[config.mk]
export PLATFORM = sky130hd
export DESIGN_NAME = pixel_combinator
export DESIGN_NICKNAME = d
export VERILOG_FILES = /design/src/rtl/pixel_combinator.sv
export SDC_FILE = /design/constraint.sdc
export NUM_CORES = 1
export LEC_CHECK = 0
export CORE_ASPECT_RATIO = 1.5
export CORE_MARGIN = 1
export CORE_UTILIZATION = 52
export DETAILED_ROUTE_END_ITERATION = 16
export GPL_ROUTABILITY_DRIVEN = 0
export MAX_ROUTING_LAYER = met4
export PLACE_DENSITY = 0.82
export SETUP_SLACK_MARGIN = 0.2
export SLEW_MARGIN = 20
export SYNTH_ARGS = -nofsm -noshare
export SYNTH_HDL_FRONTEND = slang
export SYNTH_SLANG_ARGS = --single-unit
[constraint.sdc]
create_clock -name clk -period 2.9 [get_ports clk]
set_clock_uncertainty 0.2 [all_clocks]
set_input_delay 0.725 -clock clk [delete_from_list [all_inputs] [get_ports clk]]
set_output_delay 0.725 -clock clk [all_outputs]
set_load 0.05 [all_outputs]
[src/rtl/pixel_combinator.sv]
// rtl/pixel_combinator.sv - raster pixel combinator over a set of engine queues
//
// Purpose: walks the frame in raster order. For each pixel it broadcasts the
// coordinate to all engine queues, waits for a queue to report a hit, and
// emits that queue's colour downstream with valid/ready handshaking. If no
// hit arrives within TIMEOUT cycles, a black pixel is substituted.
//
// Ports:
//   clk, reset           clock (rising edge), synchronous active-high reset
//   start                one-cycle pulse, starts a frame from IDLE
//   check_x, check_y     registered coordinate broadcast (PARK when not seeking)
//   q_hit, q_colour      per-queue hit flag and colour, one cycle after the match
//   pix_colour/valid     output pixel, held until pix_ready
//   pix_ready            downstream accept
//   pix_sof, pix_eol     start of frame / end of line markers, qualified by valid
//   frame_done           high in the cycle the last pixel of the frame is accepted
//   busy                 state != IDLE
//   timeout_err, hit_err sticky error flags, cleared only by reset
module pixel_combinator #(
  parameter int DATA_WIDTH = 32,
  parameter int RBG_SIZE   = 24,
  parameter int NUM_QUEUES = 4,
  parameter int IMG_WIDTH  = 640,
  parameter int IMG_HEIGHT = 480,
  parameter int TIMEOUT    = 1024
) (
  input  logic                           clk,
  input  logic                           reset,
  input  logic                           start,
  output logic [DATA_WIDTH-1:0]          check_x,
  output logic [DATA_WIDTH-1:0]          check_y,
  input  logic [NUM_QUEUES-1:0]          q_hit,
  input  logic [NUM_QUEUES*RBG_SIZE-1:0] q_colour,
  output logic [RBG_SIZE-1:0]            pix_colour,
  output logic                           pix_valid,
  input  logic                           pix_ready,
  output logic                           pix_sof,
  output logic                           pix_eol,
  output logic                           frame_done,
  output logic                           busy,
  output logic                           timeout_err,
  output logic                           hit_err
);

  localparam int CNT_W = $clog2(TIMEOUT + 1);
  // Parking coordinate: never all-ones (empty queue slot) and never in-frame.
  localparam logic [DATA_WIDTH-1:0] PARK   = DATA_WIDTH'(32'hFFFF_FFFE);
  localparam logic [DATA_WIDTH-1:0] X_LAST = DATA_WIDTH'(IMG_WIDTH - 1);
  localparam logic [DATA_WIDTH-1:0] Y_LAST = DATA_WIDTH'(IMG_HEIGHT - 1);
  localparam logic [CNT_W-1:0]      CNT_LAST = CNT_W'(TIMEOUT - 1);

  typedef enum logic [1:0] {S_IDLE, S_SEEK, S_OUT} state_t;

  state_t                r_state;
  state_t                w_state_nxt;
  logic [DATA_WIDTH-1:0] r_x, r_y;
  logic [DATA_WIDTH-1:0] r_check_x, r_check_y;
  logic [CNT_W-1:0]      r_cnt;
  logic [RBG_SIZE-1:0]   r_pix_colour;
  logic                  r_pix_valid, r_pix_sof, r_pix_eol;
  logic                  r_timeout_err, r_hit_err;

  logic                  w_any_hit, w_multi_hit, w_timeout, w_last, w_eol;
  logic [RBG_SIZE-1:0]   w_sel_colour;
  logic [DATA_WIDTH-1:0] w_nx, w_ny;

  assign w_any_hit   = |q_hit;
  // Clearing the lowest set bit leaves something only if two or more were set.
  assign w_multi_hit = (q_hit & (q_hit - NUM_QUEUES'(1))) != '0;
  assign w_timeout   = (r_cnt == CNT_LAST);
  assign w_eol       = (r_x == X_LAST);
  assign w_last      = w_eol && (r_y == Y_LAST);
  assign w_nx        = w_eol ? '0 : r_x + DATA_WIDTH'(1);
  assign w_ny        = w_eol ? r_y + DATA_WIDTH'(1) : r_y;

  // Lowest-index hit wins: scan downwards so the last assignment is the lowest.
  always_comb begin
    w_sel_colour = '0;
    for (int i = NUM_QUEUES - 1; i >= 0; i--) begin
      if (q_hit[i]) w_sel_colour = q_colour[i*RBG_SIZE +: RBG_SIZE];
    end
  end

  // State register
  always_ff @(posedge clk) begin
    if (reset) r_state <= S_IDLE;
    else       r_state <= w_state_nxt;
  end

  // Next-state logic
  always_comb begin
    w_state_nxt = r_state;
    case (r_state)
      S_IDLE:  if (start) w_state_nxt = S_SEEK;
      S_SEEK:  if (w_any_hit || w_timeout) w_state_nxt = S_OUT;
      S_OUT:   if (pix_ready) w_state_nxt = w_last ? S_IDLE : S_SEEK;
      default: w_state_nxt = S_IDLE;
    endcase
  end

  // Output logic; frame_done is combinational so it coincides with the final
  // accept edge, which is why a start in that cycle still sees state OUT.
  always_comb begin
    busy       = (r_state != S_IDLE);
    frame_done = (r_state == S_OUT) && pix_ready && w_last;
  end

  // Datapath registers
  always_ff @(posedge clk) begin
    if (reset) begin
      r_x           <= '0;
      r_y           <= '0;
      r_cnt         <= '0;
      r_check_x     <= PARK;
      r_check_y     <= PARK;
      r_pix_colour  <= '0;
      r_pix_valid   <= 1'b0;
      r_pix_sof     <= 1'b0;
      r_pix_eol     <= 1'b0;
      r_timeout_err <= 1'b0;
      r_hit_err     <= 1'b0;
    end else begin
      case (r_state)
        S_IDLE: begin
          if (w_any_hit) r_hit_err <= 1'b1;
          if (start) begin
            r_check_x <= '0;
            r_check_y <= '0;
            r_cnt     <= '0;
          end
        end
        S_SEEK: begin
          if (w_any_hit || w_timeout) begin
            r_pix_colour <= w_any_hit ? w_sel_colour : '0;
            r_pix_valid  <= 1'b1;
            r_pix_sof    <= (r_x == '0) && (r_y == '0);
            r_pix_eol    <= w_eol;
            r_check_x    <= PARK;
            r_check_y    <= PARK;
            if (w_multi_hit) r_hit_err <= 1'b1;
            if (!w_any_hit)  r_timeout_err <= 1'b1;
          end else begin
            r_cnt <= r_cnt + CNT_W'(1);
          end
        end
        S_OUT: begin
          if (w_any_hit) r_hit_err <= 1'b1;
          if (pix_ready) begin
            r_pix_valid <= 1'b0;
            r_pix_sof   <= 1'b0;
            r_pix_eol   <= 1'b0;
            r_cnt       <= '0;
            if (w_last) begin
              r_x       <= '0;
              r_y       <= '0;
              r_check_x <= PARK;
              r_check_y <= PARK;
            end else begin
              r_x       <= w_nx;
              r_y       <= w_ny;
              r_check_x <= w_nx;
              r_check_y <= w_ny;
            end
          end
        end
        default: ;
      endcase
    end
  end

  assign check_x     = r_check_x;
  assign check_y     = r_check_y;
  assign pix_colour  = r_pix_colour;
  assign pix_valid   = r_pix_valid;
  assign pix_sof     = r_pix_sof;
  assign pix_eol     = r_pix_eol;
  assign timeout_err = r_timeout_err;
  assign hit_err     = r_hit_err;

endmodule

==> results of run 1 <==
## worst min-delay path, delay by kind of cell, from the launching register on
| kind | cells | cell delay [ps] |
|---|---|---|
| DFF | 1 | 310 |
| AOI/OAI and AO/OA | 1 | 60 |
| and+or+nand+nor | 1 | 50 |
## report_power, final
group | leakage (nW) | switching (mW) | internal [mW]
logic | 2.84 | 2.06 | 1.22
registers | 1.40 | 0.187 | 2.65
clock network | 0.289 | 1.05 | 1.30
total | 4.53 | 3.30 | 5.18
## state kept, by name, summed over array words and instances, names as in the netlist
| signal | cells |
|---|---|
| check_x | 32 |
| r_cnt | 11 |
| pix_sof | 1 |
| pix_valid | 1 |
| timeout_err | 1 |
| r_x | 32 |
| hit_err | 1 |
| r_state | 2 |
| pix_colour | 24 |
| check_y | 32 |
| r_y | 32 |
| pix_eol | 1 |
## metal layers
metal / GRT usage [%] / wire, microns
met1: 31.9 / 10300
met3: 4.95 / 1720
met4: 19.8 / 1880
met5: - / 0
met2: 59.0 / 15200
## synth_stat cells, types with 9 or more instances
cell type  count
xnor2_1       40
a31oi_1       12
buf_2         18
and3_1        14
clkbuf_1      57
and4_1         9
nor3_1        47
a21oi_1      130
xor2_1        47
nor2_1       114
dfxtp_1      170
o22ai_1       24
inv_1         18
o21ai_1       15
or4_1         10
ha_1           9
or3_1         15
a221oi_1      24
nand4_1       29
o21ai_0       38
o211ai_2      20
nand2_1       77
nand3_1       53
nor4_1        17
## metrics by stage
stage / instances / cell area [sq um] / worst slack, ps / hold slack, ps / total power, mW
floorplan: 1114 / 9180 / 224 / 241 / 4.87
global placement: 1532 / 11800 / -444 / 248 / 6.09
detailed placement: 1532 / 11800 / -451 / 258 / 6.14
CTS: 1567 / 12500 / -112 / 269 / 8.47
global route: 1571 / 12600 / -141 / 301 / 8.79
finish: 1571 / 12600 / -141 / 265 / 8.48
## layout make-up
type | count | area [sq um]
Multi-Input combinational cell | 834 | 5340
Fill cell | 1311 | 4710
Sequential cell | 170 | 3410
Timing Repair Buffer | 304 | 2870
Clock buffer | 17 | 425
Tap cell | 213 | 267
Clock inverter | 15 | 185
Inverter | 18 | 67.6
## worst paths after layout
path              slack [ps]  startpoint           to  cells past startpoint
setup / recovery        -140     r_y[31]   frame_done                      4
hold / removal           270  check_y[0]   check_y[0]                      2
setup reg to reg         210     r_y[31]  check_x[14]                      8
hold reg to reg          270  check_y[0]   check_y[0]                      2
## repair_timing
item | in CTS | in global routing
pin swaps | 4 | 8
endpoints found under the setup margin | 98 | 68
hold buffers | 0 | 0
setup buffers | 3 | 4
resized for setup | 7 | 11
## logic make-up after synthesis
kind of cell | after synthesis | share of synthesized area [%]
compound gates | 302 | 21.1
xor+xnor | 87 | 8.31
fa+ha+maj | 9 | 1.23
buf+inv | 110 | 5.61
flops | 170 | 37.1
mux | 4 | 0.437
simple gates | 432 | 26.2
## cells in the final DEF, fill, tap and decap left out, drive strengths merged, types with 3 or more instances in the layout
master / n
a211o: 5
a21o: 4
a21oi: 130
a221o: 3
a221oi: 24
a31oi: 12
and2: 5
and3: 14
and4: 9
buf: 109
clkbuf: 17
clkdlybuf4s50: 195
clkinv: 4
clkinvlp: 3
dfxtp: 170
ha: 9
inv: 24
mux2i: 4
nand2: 79
nand3: 53
nand3b: 3
nand4: 33
nor2: 116
nor2b: 3
nor3: 52
nor4: 29
o211a: 3
o211ai: 28
o21ai: 53
o22ai: 24
or2: 5
or3: 15
or4: 11
xnor2: 40
xor2: 47
==> reports/metrics.yaml, run 1 <==
delay_of_the_slowest_cell_on_the_worst_path_ps: 550
hold_violations: 0
detailedPlacementHpwl_microns: 21500
slew_viol_final: 0
htree_levels: 4
clockRootBuffer: "clkbuf_16"
drt.antenna.violating_nets: 0
layout_setup_ws_ps: -141
dr.first_iter.drc_count: 935
tritoncts: "done"
fp.dieArea_sq_um: 18200
drv.max_cap_violation_count: 0
cp_top_family: "simple AND/OR/NAND/NOR gates"
ratio_of_final_minimum_period_to_clock_period_pct: 105
timing.final.crit_period_ps: 3040
detailed_routing_iterations_pass_1: 6
wire_per_inst_microns: 18.5
min-delay-path-class: "flip-flop to flip-flop"
port_buffers: 198
final_core_utilization_pct: 72.8
finalNetCount: 1458
grt.total_usage_pct: 32.1
setup.worst_path.start_class: "flip-flop"
cts_inserted_buffers: 17
grt_setup_unrepaired: "true"
crit_path_end_kind: "primary output"
synth.yosys.warnings: 0
start_util_pct: 53.1
critical_path.max_fanout: 2
synth_async_sr_flop_share_pct: 0
crit_arrival_ps: 2120
core_region_area_sq_um: 17300
finalSetupTns_ps: -141
post_synth_inst_count: 1114
global_route.overflow_total: 0
violations: "negative setup slack"
die_width_microns: 110
worst_skew_pair.late_latency_ps: 430
die_height_microns: 165
global_route_wire_length_before_repair_microns: 45500
status: "complete, but fails checks"
cts_max_path_buffers: 2
cp_data_required_time_ps: 1980
measured_slew_at_the_worst_slew_check_pin_ps: 592
power.density_cell_area_nw_per_um2: 674
timing.fmax_ghz: 0.329
grt_max_degree: 75
dominantRegCellSynth: "dfxtp_1"
critPathKind: "flip-flop to primary output"
synth_largest_area_cell: "dfxtp_1"
timing.slew.headroom_pct: 60.4
antenna-diode-count: 0
areaGrowthSynthToFinish_pct: 37.1
count_of_boundary_i_o_pins: 199
cp_cell_sequence: "or4_4 -> nor4_4 -> and3_4 -> buf_12"
timing.final.setup_violations: 1
cellLeakagePower_nw: 4.53
routed_wl_microns: 29100
synth_cell_type_count: 66
synth_enable_flop_cells: 0
critical_path.slowest_cell: "or4_4"
postSynthNetCount: 1227
grt_pass1_vias: 9182
post-synth-top-area-fraction_pct: 37.1
worst-path-buf-inv: 1
avgViaCountPerCell: 6.17
cts.reportedPaths.clkPinSlew_ps: 70
synth.cell_area_sq_um: 9170
syn_area_per_cell_sq_um: 8.23
clock-sinks: 170
drt_drc_violations_left: 0
detailed_route_via_count: 9692
fraction_of_layout_cells_with_a_size_suffix_above_1_pct: 15.2
num_rows: 59
synth_sequential_area_ratio_pct: 37.1
grt_antenna_before_repair: 0
synth_area_leaders: "dfxtp_1 (37%), a21oi_1 (7.1%), nor2_1 (4.7%)"
seq_cells_post_synth: 170
peakVddDrop_mv: 0.486
Note: power is estimated with default switching activity, not from simulation.
==> run 2, diff against run 1 <==
- CORE_MARGIN: 1 -> 2
- GPL_ROUTABILITY_DRIVEN: 0 -> 1
==> run 2 against run 1 <==
  * The run still ends with negative setup slack left
  * Sequential share of layout area up 0.28 points
  * Fmax up 1.7%
  * Final area down 0.83%
  * Largest cell class unchanged
  * Worst setup slack better by 52 ps
  * Core utilization down 0.91 points
  * Total power down 1.8%
  * Critical path depth unchanged
  * Sequential cell count unchanged
  * Sequential power about the same
==> reports/metrics.yaml, run 2 (synthesized netlist as in run 1, its figures left out) <==
routed_wl_microns: 29800
detailedPlacementHpwl_microns: 22000
worstRegToRegCells: 10
peakVddDrop_mv: 0.525
use_met2_pct: 57.5
commonest_non_fill_non_tap_cell_in_the_layout: "clkdlybuf4s50_1"
timing.hold.worst_path_depth: 2
grt_pass1_vias: 9528
critPathKind: "flip-flop to primary output"
worst_skew_pair.late_latency_ps: 440
cellLeakagePower_nw: 4.47
fp.dieArea_sq_um: 18700
setup.worst_path.start_class: "flip-flop"
violations: "negative setup slack"
critical_path.reg2reg.endpoint: "check_x[9]"
min_delay_worst_endpoint: "check_y[0]"
core_region_area_sq_um: 17300
die_width_microns: 112
gp_congestion: 0.945
critical_path.max_fanout: 7
avgViaCountPerCell: 6.19
clock-sinks: 170
antenna-diode-count: 0
die_height_microns: 167
post-place-ws_ps: -106
number_of_standard_cells_in_the_layout_taps_in_and_fillers_out: 1563
clockRootBuffer: "clkbuf_16"
cp_data_required_time_ps: 1980
finalNetCount: 1450
min-delay-path-class: "flip-flop to flip-flop"
timing.final.crit_period_ps: 2990
start_util_pct: 52.9
tritoncts: "done"
final_core_utilization_pct: 71.8
most-common-layout-cells: "clkdlybuf4s50_1 (195), dfxtp_1 (165), a21oi_1 (130)"
grt_max_degree: 68
grt_antenna_before_repair: 0
crit_start: "r_y[13]"
m1_gr_usage_pct: 31.9
htree_levels: 4
global_route_wire_length_before_repair_microns: 47000
grt_setup_unrepaired: "true"
post-place-cells: 1524
count_of_boundary_i_o_pins: 199
regToRegSetupSlack_ps: 260
status: "complete, but fails checks"
power.density_cell_area_nw_per_um2: 668
cts.reportedPaths.clkPinSlew_ps: 70
dr.first_iter.drc_count: 846
placedInstanceArea_sq_um: 11800
drt_drc_violations_left: 0
cts_max_path_buffers: 2
detailed_route_via_count: 9674
wire_per_inst_microns: 19.1
num_rows: 59
finalSetupTns_ps: -89.3
crit_arrival_ps: 2060
grt.total_usage_pct: 31.9
layout_setup_ws_ps: -89.3
ratio_of_final_minimum_period_to_clock_period_pct: 103
measured_slew_at_the_worst_slew_check_pin_ps: 586
fillCellCount: 1320
global_route.overflow_total: 0
hold_violations: 0
top_usage_layer: "met2"
slew_viol_final: 0
hold_buffers: 0
crit_path_end_kind: "primary output"
cts_inserted_buffers: 17
timing.fmax_ghz: 0.335
timing.rr.start: "r_y[13]"
postLayoutCellArea_sq_um: 12500
p_total_mw: 8.33
port_buffers: 198
grt_use_met3_pct: 4.66
drv.max_cap_violation_count: 0
areaGrowthSynthToFinish_pct: 35.9
whs_ps: 270
timing.slew.headroom_pct: 60.6
timing.final.setup_violations: 1
worst_hold_startpoint: "check_y[0]"
drt.antenna.violating_nets: 0
detailed_routing_iterations_pass_1: 5
fraction_of_layout_cells_with_a_size_suffix_above_1_pct: 15.0
-- run 2: layout make-up --
type	instances	area, sq um	area share (%)
Timing Repair Buffer	296	2810	22.5
Clock inverter	15	155	1.24
Sequential cell	170	3410	27.4
Tap cell	213	267	2.14
Multi-Input combinational cell	834	5330	42.8
Clock buffer	17	425	3.41
Inverter	18	67.6	0.542
-- run 2: what timing repair did --
| item | in CTS | in global routing |
|---|---|---|
| buffers inserted | 3 | 4 |
| setup endpoints to repair | 15 | 7 |
| pin swaps | 5 | 6 |
| resized for setup | 11 | 11 |
-- run 2: how the worst max path moves through the flow --
| stage | end | slack [ps] | depth (start not counted) |
|---|---|---|---|
| after detailed placement | check_y[29] | -110 | 8 |
| final | frame_done | -90 | 4 |
| after global routing | frame_done | -110 | 4 |
| after floorplan | frame_done | 220 | 8 |
| after global placement | check_x[2] | -8 | 8 |
| after CTS | frame_done | -110 | 4 |
-- run 2: layer usage --
metal  share of wire, %  wire (microns)
met1                 35           10300
met2                 53           15800
met3                6.1            1810
met4                6.3            1870
met5                  0               0
-- run 2: power breakdown --
group / internal [mW] / switching, mW / total [mW] / leakage, nW
registers: 2.65 / 0.190 / 2.84 / 1.40
clock network: 1.15 / 1.09 / 2.24 / 0.272
logic: 1.19 / 2.05 / 3.25 / 2.80
total: 4.99 / 3.33 / 8.33 / 4.47
-- run 2: critical path: stages (launching register included) --
cell and delay (ps):
dfxtp_2 360, or4_4 530, nor4_4 350, and3_4 260, buf_12 130
==> run 3, diff against run 2 <==
- GPL_ROUTABILITY_DRIVEN: 1 -> unset
- PLACE_DENSITY: 0.82 -> unset
- PLACE_DENSITY_LB_ADDON: unset -> 0.15
==> run 3 against run 2 <==
  * The run still ends with negative setup slack left
  * Global-route usage shrank 0.40 points
  * Critical path depth unchanged
  * Core utilization rose by 0.28 points
  * Combinational power is 1% lower
  * Register-to-register slack got worse by 50 ps
  * Non-clock buffer count unchanged
  * Total power grew 1.7%
  * Worst setup slack got worse by 55 ps
  * Sequential share of layout area decreased by 0.067 points
  * Critical path type unchanged
  * Critical endpoint unchanged
  * Largest cell class unchanged
  * Highest routed layer unchanged
==> reports/metrics.yaml, run 3 (synthesized netlist as in run 1, its figures left out) <==
avgViaCountPerCell: 6.03
timing.final.crit_period_ps: 3040
hold_violations: 0
critPathKind: "flip-flop to primary output"
drt_drc_violations_left: 0
clockRootBuffer: "clkbuf_16"
cellLeakagePower_nw: 4.51
measured_slew_at_the_worst_slew_check_pin_ps: 573
drt.antenna.violating_nets: 0
m1_gr_usage_pct: 32.8
top_usage_layer: "met2"
worstRegToRegCells: 10
drv.max_cap_violation_count: 0
cts_inserted_buffers: 17
cp_cell_sequence: "or4_4 -> nor4_4 -> and3_4 -> buf_12"
peakVddDrop_mv: 0.467
regToRegSetupSlack_ps: 210
die_width_microns: 112
finalNetCount: 1450
critical_path.slowest_cell: "or4_4"
layout_setup_ws_ps: -144
timing.hold.worst_path_depth: 2
fp.dieArea_sq_um: 18700
timing.slew.headroom_pct: 61.7
cp_top_family: "simple AND/OR/NAND/NOR gates"
p_total_mw: 8.47
fraction_of_layout_cells_with_a_size_suffix_above_1_pct: 15.1
count_of_boundary_i_o_pins: 199
tritoncts: "done"
core_region_area_sq_um: 17300
power.density_cell_area_nw_per_um2: 677
violations: "negative setup slack"
cp_data_required_time_ps: 1980
placedInstanceArea_sq_um: 11700
htree_levels: 4
grt_max_degree: 49
grt_use_met3_pct: 5.20
dr.first_iter.drc_count: 774
cts.reportedPaths.clkPinSlew_ps: 70
critical_path.reg2reg.endpoint: "r_y[8]"
grt_antenna_before_repair: 0
worst_skew_pair.late_latency_ps: 430
die_height_microns: 167
slew_viol_final: 0
finalSetupTns_ps: -144
timing.fmax_ghz: 0.329
use_met2_pct: 55.6
start_util_pct: 52.9
clock-sinks: 170
most-common-layout-cells: "clkdlybuf4s50_1 (195), dfxtp_1 (161), a21oi_1 (130)"
delay_of_the_slowest_cell_on_the_worst_path_ps: 570
global_route.overflow_total: 0
crit_path_end_kind: "primary output"
global_route_wire_length_before_repair_microns: 46600
timing.rr.start: "r_y[18]"
crit_arrival_ps: 2120
detailed_route_via_count: 9417
grt_pass1_vias: 9295
grt_setup_unrepaired: "true"
setup.worst_path.start_class: "flip-flop"
grt.total_usage_pct: 31.5
post-place-ws_ps: -42.5
port_buffers: 198
post-place-cells: 1519
min_delay_worst_endpoint: "r_cnt[1]"
commonest_non_fill_non_tap_cell_in_the_layout: "clkdlybuf4s50_1"
hold_buffers: 0
routed_wl_microns: 29100
number_of_standard_cells_in_the_layout_taps_in_and_fillers_out: 1562
antenna-diode-count: 0
status: "complete, but fails checks"
critical_path.max_fanout: 2
num_rows: 59
wire_per_inst_microns: 18.6
worst_hold_startpoint: "r_cnt[1]"
timing.final.setup_violations: 1
cts_max_path_buffers: 2
areaGrowthSynthToFinish_pct: 36.5
gp_congestion: 1.01
worst-path-buf-inv: 1
ratio_of_final_minimum_period_to_clock_period_pct: 105
detailed_routing_iterations_pass_1: 5
postLayoutCellArea_sq_um: 12500
detailedPlacementHpwl_microns: 21800
min-delay-path-class: "flip-flop to flip-flop"
## run 3: changes by cell type in the layout (fill, tap and decap cells not counted), moves of 3 or more
cell / previous run / this run
dfxtp_2: 3 / 7
dfxtp_1: 165 / 161
bufinv_16: 0 / 3
clkinvlp_4: 4 / 1
clkinv_8: 3 / 0
## run 3: layout make-up
cell class                 count  area, sq um
fill                        1343         4840
tap                          213          267
clock buffer                  18          429
timing repair buffer         296         2830
multi-input combinational    834         5320
inverter                      18         67.6
clock inverter                13          183
sequential                   170         3420
## run 3: through the flow
stage | utilization [%] | hold WS [ps]
5_1_grt | 72.1 | 299
2_1_floorplan | - | 241
3_5_place_dp | 67.7 | 257
4_1_cts | 71.4 | 268
6_report | 72.1 | 267
3_3_place_gp | 67.7 | 249
## run 3: how the worst max path moves through the flow
stage                           from    endpoint  slack, ps  depth (start not counted)
after floorplan           r_state[0]  frame_done        220                          8
after global placement      q_hit[3]    r_cnt[9]        -10                          9
after detailed placement   pix_ready  frame_done        -40                          5
after CTS                    r_y[12]  frame_done       -190                          4
after global routing         r_y[15]  frame_done       -160                          4
final                        r_y[18]  frame_done       -140                          4
## run 3: tightest hold or removal path: cells and delay by family, from the launching register on
kind	cells	cell delay (ps)
AO/OA/AOI/OAI	1	50
flip-flops	1	320
AND/OR/NAND/NOR	1	50
## run 3: what timing repair did
action | in CTS | in global routing
pin swaps | 3 | 9
endpoints found under the setup margin | 2 | 30
buffers inserted | 2 | 10
gates resized for setup | 6 | 17
## run 3: report_power, final
group	internal (mW)	switching (mW)
combinational	1.19	2.02
clock	1.38	1.03
sequential	2.65	0.187
## run 3: metal layers
| metal | part of all wire [%] | routed length (microns) |
|---|---|---|
| met1 | 37 | 10800 |
| met4 | 6.0 | 1750 |
| met2 | 52 | 15100 |
| met3 | 5.1 | 1490 |
| met5 | 0 | 0 |
